**config.mk**
```make
export PLATFORM = sky130hd
export DESIGN_NAME = if_prefetch_queue
export DESIGN_NICKNAME = d
export VERILOG_FILES = /design/src/rtl/if_prefetch_queue.sv
export SDC_FILE = /design/constraint.sdc
export NUM_CORES = 1
export LEC_CHECK = 0
export CORE_MARGIN = 1
export CORE_UTILIZATION = 47
export CTS_BUF_LIST = sky130_fd_sc_hd__clkbuf_16
export CTS_CLUSTER_DIAMETER = 60
export DETAILED_ROUTE_END_ITERATION = 10
export GPL_TIMING_DRIVEN = 0
export PLACE_DENSITY_LB_ADDON = 0.12
export SYNTH_ARGS = -nofsm -noshare
export SYNTH_HDL_FRONTEND = slang
export SYNTH_SLANG_ARGS = --single-unit
```
**constraint.sdc**
```tcl
create_clock -name clk -period 4.7 [get_ports clk]
set_clock_uncertainty 0.2 [all_clocks]
set_input_delay 0.47 -clock clk [delete_from_list [all_inputs] [get_ports clk]]
set_output_delay 0.47 -clock clk [all_outputs]
set_load 0.05 [all_outputs]
```
**src/rtl/if_prefetch_queue.sv**
```systemverilog
// -----------------------------------------------------------------------------
// if_prefetch_queue
//   Instruction-fetch front end. Fetches sequential words from instruction
//   memory over a req/gnt + rvalid interface (variable latency, in-order
//   responses). Returned words are queued with their PC in a DEPTH-entry FIFO
//   and handed downstream through a valid/ready handshake. A redirect flushes
//   the queue, restarts fetching at the new target and discards any responses
//   that are still in flight.
//
// Ports
//   clk             rising-edge clock
//   reset           asynchronous reset, active low
//   redirect_valid  branch/jump taken this cycle
//   redirect_pc     new fetch target (bits [1:0] ignored)
//   imem_req        fetch request
//   imem_addr       word-aligned fetch address
//   imem_gnt        request accepted (meaningful only while imem_req=1)
//   imem_rvalid     read data valid, one per granted request, in order
//   imem_rdata      instruction word
//   if_valid        instruction available at queue head
//   if_pc           PC of head instruction (0 when empty)
//   if_instr        head instruction word (0 when empty)
//   if_ready        downstream consumes the head when if_valid=1
// -----------------------------------------------------------------------------
module if_prefetch_queue #(
   parameter int unsigned DEPTH    = 4,
   parameter logic [31:0] RESET_PC = 32'h0
) (
   input  logic        clk,
   input  logic        reset,
   input  logic        redirect_valid,
   input  logic [31:0] redirect_pc,
   output logic        imem_req,
   output logic [31:0] imem_addr,
   input  logic        imem_gnt,
   input  logic        imem_rvalid,
   input  logic [31:0] imem_rdata,
   output logic        if_valid,
   output logic [31:0] if_pc,
   output logic [31:0] if_instr,
   input  logic        if_ready
);

   localparam int unsigned AW = $clog2(DEPTH);
   localparam int unsigned CW = AW + 1;
   localparam logic [CW:0]   CAPACITY = (CW+1)'(DEPTH);
   localparam logic [CW-1:0] CNT_ONE  = 1;
   localparam logic [AW-1:0] PTR_ONE  = 1;

   logic [31:0]   fetch_pc;
   logic [31:0]   rsp_pc;
   logic [CW-1:0] count;
   logic [CW-1:0] outstanding;
   logic [CW-1:0] drop;
   logic [AW-1:0] wr_ptr;
   logic [AW-1:0] rd_ptr;

   logic [31:0]   pc_mem    [DEPTH];
   logic [31:0]   instr_mem [DEPTH];

   logic [31:0]   redirect_target;
   logic [CW:0]   in_use;
   logic          handshake;
   logic          push;
   logic          pop;
   logic [CW-1:0] outstanding_dec;

   // Masking (rather than slicing) keeps every redirect_pc bit referenced.
   assign redirect_target = redirect_pc & 32'hFFFF_FFFC;

   // Credit rule: queued words plus fetches in flight never exceed DEPTH, so
   // every response is guaranteed a free FIFO slot.
   assign in_use    = {1'b0, count} + {1'b0, outstanding};
   assign imem_req  = reset && !redirect_valid && (in_use < CAPACITY);
   assign imem_addr = fetch_pc;
   assign handshake = imem_req && imem_gnt;

   // Outstanding count after this cycle's response has retired.
   assign outstanding_dec = outstanding - (imem_rvalid ? CNT_ONE : '0);

   // Responses belonging to a flushed fetch stream are counted off by drop.
   assign push = imem_rvalid && (drop == '0) && !redirect_valid;
   assign pop  = if_valid && if_ready && !redirect_valid;

   assign if_valid = (count != '0);
   assign if_pc    = if_valid ? pc_mem[rd_ptr]    : '0;
   assign if_instr = if_valid ? instr_mem[rd_ptr] : '0;

   // NOTE: sequential state uses non-blocking assignments so every register
   // samples pre-edge values regardless of statement order.
   always_ff @(posedge clk or negedge reset) begin
      if (!reset) begin
         fetch_pc    <= RESET_PC;
         rsp_pc      <= RESET_PC;
         count       <= '0;
         outstanding <= '0;
         drop        <= '0;
         wr_ptr      <= '0;
         rd_ptr      <= '0;
      end else if (redirect_valid) begin
         // Everything still in flight belongs to the old stream; any earlier
         // pending drop is part of outstanding and is therefore subsumed.
         fetch_pc    <= redirect_target;
         rsp_pc      <= redirect_target;
         count       <= '0;
         wr_ptr      <= '0;
         rd_ptr      <= '0;
         outstanding <= outstanding_dec;
         drop        <= outstanding_dec;
      end else begin
         if (handshake) begin
            fetch_pc <= fetch_pc + 32'd4;
         end
         outstanding <= outstanding_dec + (handshake ? CNT_ONE : '0);
         if (imem_rvalid && (drop != '0)) begin
            drop <= drop - CNT_ONE;
         end
         if (push) begin
            wr_ptr <= wr_ptr + PTR_ONE;
            rsp_pc <= rsp_pc + 32'd4;
         end
         if (pop) begin
            rd_ptr <= rd_ptr + PTR_ONE;
         end
         case ({push, pop})
            2'b10:   count <= count + CNT_ONE;
            2'b01:   count <= count - CNT_ONE;
            default: count <= count;
         endcase
      end
   end

   // NOTE: FIFO storage has no reset; reads are gated by count, so stale
   // contents are never visible and the array can map to plain RAM/flops.
   always_ff @(posedge clk) begin
      if (push) begin
         pc_mem[wr_ptr]    <= rsp_pc;
         instr_mem[wr_ptr] <= imem_rdata;
      end
   end

   // A response with nothing in flight means the memory broke protocol.
   rvalid_has_request: assert property (
      @(posedge clk) disable iff (!reset) imem_rvalid |-> (outstanding != '0));

endmodule
```
==> results.cfg <==
[status]
status = complete, no violations

[cells_and_area]
post_route_design_area_um2 = 16880
finalCoreUtilization = 0.6027
antenna-diode-count = 0
area.growth.synth_to_final_pct = 25.11
fin_nets = 1138
fraction_of_layout_instances_using_a_drive_strength_above_1 = 0.1325
n_fill_cell = 2159
finalNonFillerCells = 1457

[job]
max_cap_violations = 0

[route]
wl_per_cell_um = 19.57
total_wirelength_um = 28520
route.antenna.remaining_nets = 0
avgViaCountPerCell = 5.437
total_number_of_vias = 7922
detailedRoute.firstPassIterationCount = 5
drt-initial-drc-count = 489
number_of_drc_violations_after_detailed_routing = 0

[worst_setup_path]
critPathSlowestCell = sky130_fd_sc_hd__buf_1
timing.critical_path.from_type = flop
rrSetupSlack_ns = 1.68
rr_endpoint = outstanding[1]
critPathCaptureType = primary output
timing.critical_path.cells = clkbuf_1 -> buf_1 -> mux4_2 -> and2_1 -> clkdlybuf4s50_1
cpPeakStageDelay_ns = 0.71
worst-endpoint-arrival_ns = 3.62
reg2regPathDepth = 10
critical_path.reg2reg.startpoint = count[2]
crit_path_max_fo = 10
cp.required_ns = 4.03
worstSetupPathType = reg -> out

[place]
place.gp.congestion = 0.8473
place_inst = 1393
preCtsSetupSlack_ns = 0.7835
buffer_ports.inserted = 161
detailed_place_hpwl_um = 18850
post_dp_cell_area_um2 = 15740

[clock_network]
h-tree-depth = 2
cts_buffer_depth = 3
cts_tree = yes
cts.repair.resized = 0
clkTransAtPathRegs_ns = 0.06
root_buffer = sky130_fd_sc_hd__clkbuf_16
cts.sink_count = 321
post_cts_hold_buffer_count = 1
numCtsBuffers = 35
worstSkewPairLatency_ns = 0.51
cts_setup_buffers = 0

[pwr]
p_per_area_nw_per_um2 = 556.7
ir_worst_vdd_mv = 0.2897
p_leak_nw = 5.787

[timing]
final-setup-viol-count = 0
fin_ws_ns = 0.4128
slew_headroom = 0.1934
timing.final.hold_violations = 0
slew_violations = 0
post-route-period-util = 0.9122
whs_ns = 0.1294
layout_min_cycle_time_ns = 4.287
timing_worst_slew_pin_value_ns = 1.199
maxClockFrequency_ghz = 0.2333
grt_setup_unrepaired = no

[grt]
overflow = 0
wire_length_of_the_first_global_routing_pass_um = 45050
antenna_found_initial = 0
grt_usage = 0.2036
grt_max_degree = 67
number_of_global_route_vias_before_repair = 7918

[floorplanning]
io-pin-count = 168
start_util = 0.4817
die_area_um2 = 29390
die_height_um = 171.4
core_um2 = 28010
std_cell_rows = 61
die_w_um = 171.4

[logic_synthesis]
synthesis.area_per_instance_um2 = 15.95
synth_edf_count = 248
synth_area_leader_cell = sky130_fd_sc_hd__edfxtp_1
syn-cell-area_um2 = 13490
async_flop_share = 0.2274
yosysTopAreaCellShare = 0.5519
yosysWarningCount = 0
synth.distinct_cells = 49
post_synth_main_area_contributors = sky130_fd_sc_hd__edfxtp_1 55%, sky130_fd_sc_hd__dfrtp_1 14%, sky130_fd_sc_hd__mux4_2 10%, sky130_fd_sc_hd__and2_1 2.9%, sky130_fd_sc_hd__xor2_1 1.8%
postSynthRegisterBits = 321
yosysSeqAreaShare = 0.6873
postSynthCellCount = 846
predominant_post_synthesis_flop_cell = sky130_fd_sc_hd__edfxtp_1

[hold_path]
hold_path_class = in -> async
==> synthesized netlist by cell type, types with 2 or more instances <==
| cell type | count |
|---|---|
| sky130_fd_sc_hd__dfrtp_1 | 73 |
| sky130_fd_sc_hd__nand4_1 | 26 |
| sky130_fd_sc_hd__or4b_4 | 2 |
| sky130_fd_sc_hd__clkbuf_1 | 27 |
| sky130_fd_sc_hd__ha_1 | 14 |
| sky130_fd_sc_hd__o21ai_0 | 33 |
| sky130_fd_sc_hd__a21oi_1 | 17 |
| sky130_fd_sc_hd__and4_1 | 3 |
| sky130_fd_sc_hd__mux4_2 | 62 |
| sky130_fd_sc_hd__buf_2 | 2 |
| sky130_fd_sc_hd__o221ai_1 | 2 |
| sky130_fd_sc_hd__or3_1 | 2 |
| sky130_fd_sc_hd__nand3_1 | 37 |
| sky130_fd_sc_hd__nor2_1 | 32 |
| sky130_fd_sc_hd__nor3_1 | 12 |
| sky130_fd_sc_hd__buf_6 | 2 |
| sky130_fd_sc_hd__nand2_1 | 46 |
| sky130_fd_sc_hd__nor4_1 | 7 |
| sky130_fd_sc_hd__xnor2_1 | 17 |
| sky130_fd_sc_hd__buf_4 | 4 |
| sky130_fd_sc_hd__o311ai_0 | 4 |
| sky130_fd_sc_hd__buf_1 | 7 |
| sky130_fd_sc_hd__and2_1 | 63 |
| sky130_fd_sc_hd__inv_1 | 17 |
| sky130_fd_sc_hd__and3_1 | 15 |
| sky130_fd_sc_hd__a31oi_1 | 4 |
| sky130_fd_sc_hd__mux2_2 | 9 |
| sky130_fd_sc_hd__edfxtp_1 | 248 |
| sky130_fd_sc_hd__o211ai_1 | 12 |
| sky130_fd_sc_hd__mux2i_1 | 2 |
| sky130_fd_sc_hd__xor2_1 | 27 |
==> power by group <==
part           switching (mW)  internal, mW
Sequential              0.151          3.23
Clock                    1.06          1.61
Combinational            2.10          1.24
==> metrics by stage <==
stage | TNS, ns | power [mW]
global route | 0 | 9.825
detailed placement | 0 | 6.832
CTS | 0 | 9.519
global placement | -160.68 | 6.804
finish | 0 | 9.398
floorplan | 0 | 5.706
==> critical path: cells and delay by family, from the launching register on <==
| kind | cells | cell delay (ns) |
|---|---|---|
| multiplexers | 1 | 0.64 |
| buffers and inverters | 3 | 1.95 |
| flip-flops | 1 | 0.35 |
| AND/OR/NAND/NOR | 1 | 0.18 |
==> cells in the final DEF (no fill, tap or decap), drive strengths merged, types with 8 or more instances in the layout <==
cell type	synthesis	layout
edfxtp	248	248
clkdlybuf4s50	0	160
dfrtp	73	73
and2	63	63
clkbuf	27	63
mux4	62	62
nand2	46	46
nand3	38	38
o21ai	33	33
inv	18	33
nor2	32	32
xor2	27	27
nand4	27	27
buf	15	21
a21oi	17	17
xnor2	17	17
and3	15	15
ha	14	14
nor3	12	12
o211ai	12	12
mux2	9	9
nor4	8	8
==> worst max path at each step <==
stage               startpoint               to
floorplan              drop[0]  instr_mem[0][0]
finish               rd_ptr[0]        if_pc[12]
CTS                  rd_ptr[0]        if_pc[11]
global route         rd_ptr[0]        if_pc[30]
global placement         reset   outstanding[1]
detailed placement   rd_ptr[0]        if_pc[11]
==> sequential cells by signal (all words and copies together) (netlist names) <==
| signal | cells |
|---|---|
| count | 3 |
| drop | 3 |
| imem_addr | 30 |
| instr_mem | 128 |
| outstanding | 3 |
| pc_mem | 120 |
| rd_ptr | 2 |
| rsp_pc | 30 |
| wr_ptr | 2 |
==> final cells by class <==
cell class / count / area [µm²] / area share
clock buffer: 36 / 900.9 / 0.05336
sequential: 321 / 9274 / 0.5494
timing repair buffer: 167 / 1749 / 0.1036
clock inverter: 27 / 234.0 / 0.01386
multi-input combinational: 467 / 3984 / 0.2360
inverter: 19 / 76.32 / 0.004521
buffer: 42 / 190.2 / 0.01127
tap: 378 / 473.0 / 0.02802
==> layer usage <==
| metal | up-vias | track usage | routed length, µm |
|---|---|---|---|
| met5 | - | 0 | 0 |
| met3 | 37 | 0.03566 | 1821 |
| met1 | 3935 | 0.3023 | 13000 |
| li1 | 3665 | - | - |
| met4 | 0 | 0.05590 | 519 |
| met2 | 285 | 0.3103 | 13180 |
==> logic make-up (layout without fill, tap and decap cells) <==
group           count (synthesis)  count (layout)  synth area share
compound gates                 76              76           0.03329
xor+xnor                       44              44           0.02856
fa+ha+maj                      15              15           0.01447
buf+inv                        61             291           0.01975
flops                         321             321            0.6873
mux                            73              73            0.1125
other cells                     1               4         0.0002779
simple gates                  255             255            0.1039
(Power assumes the default switching activity.)
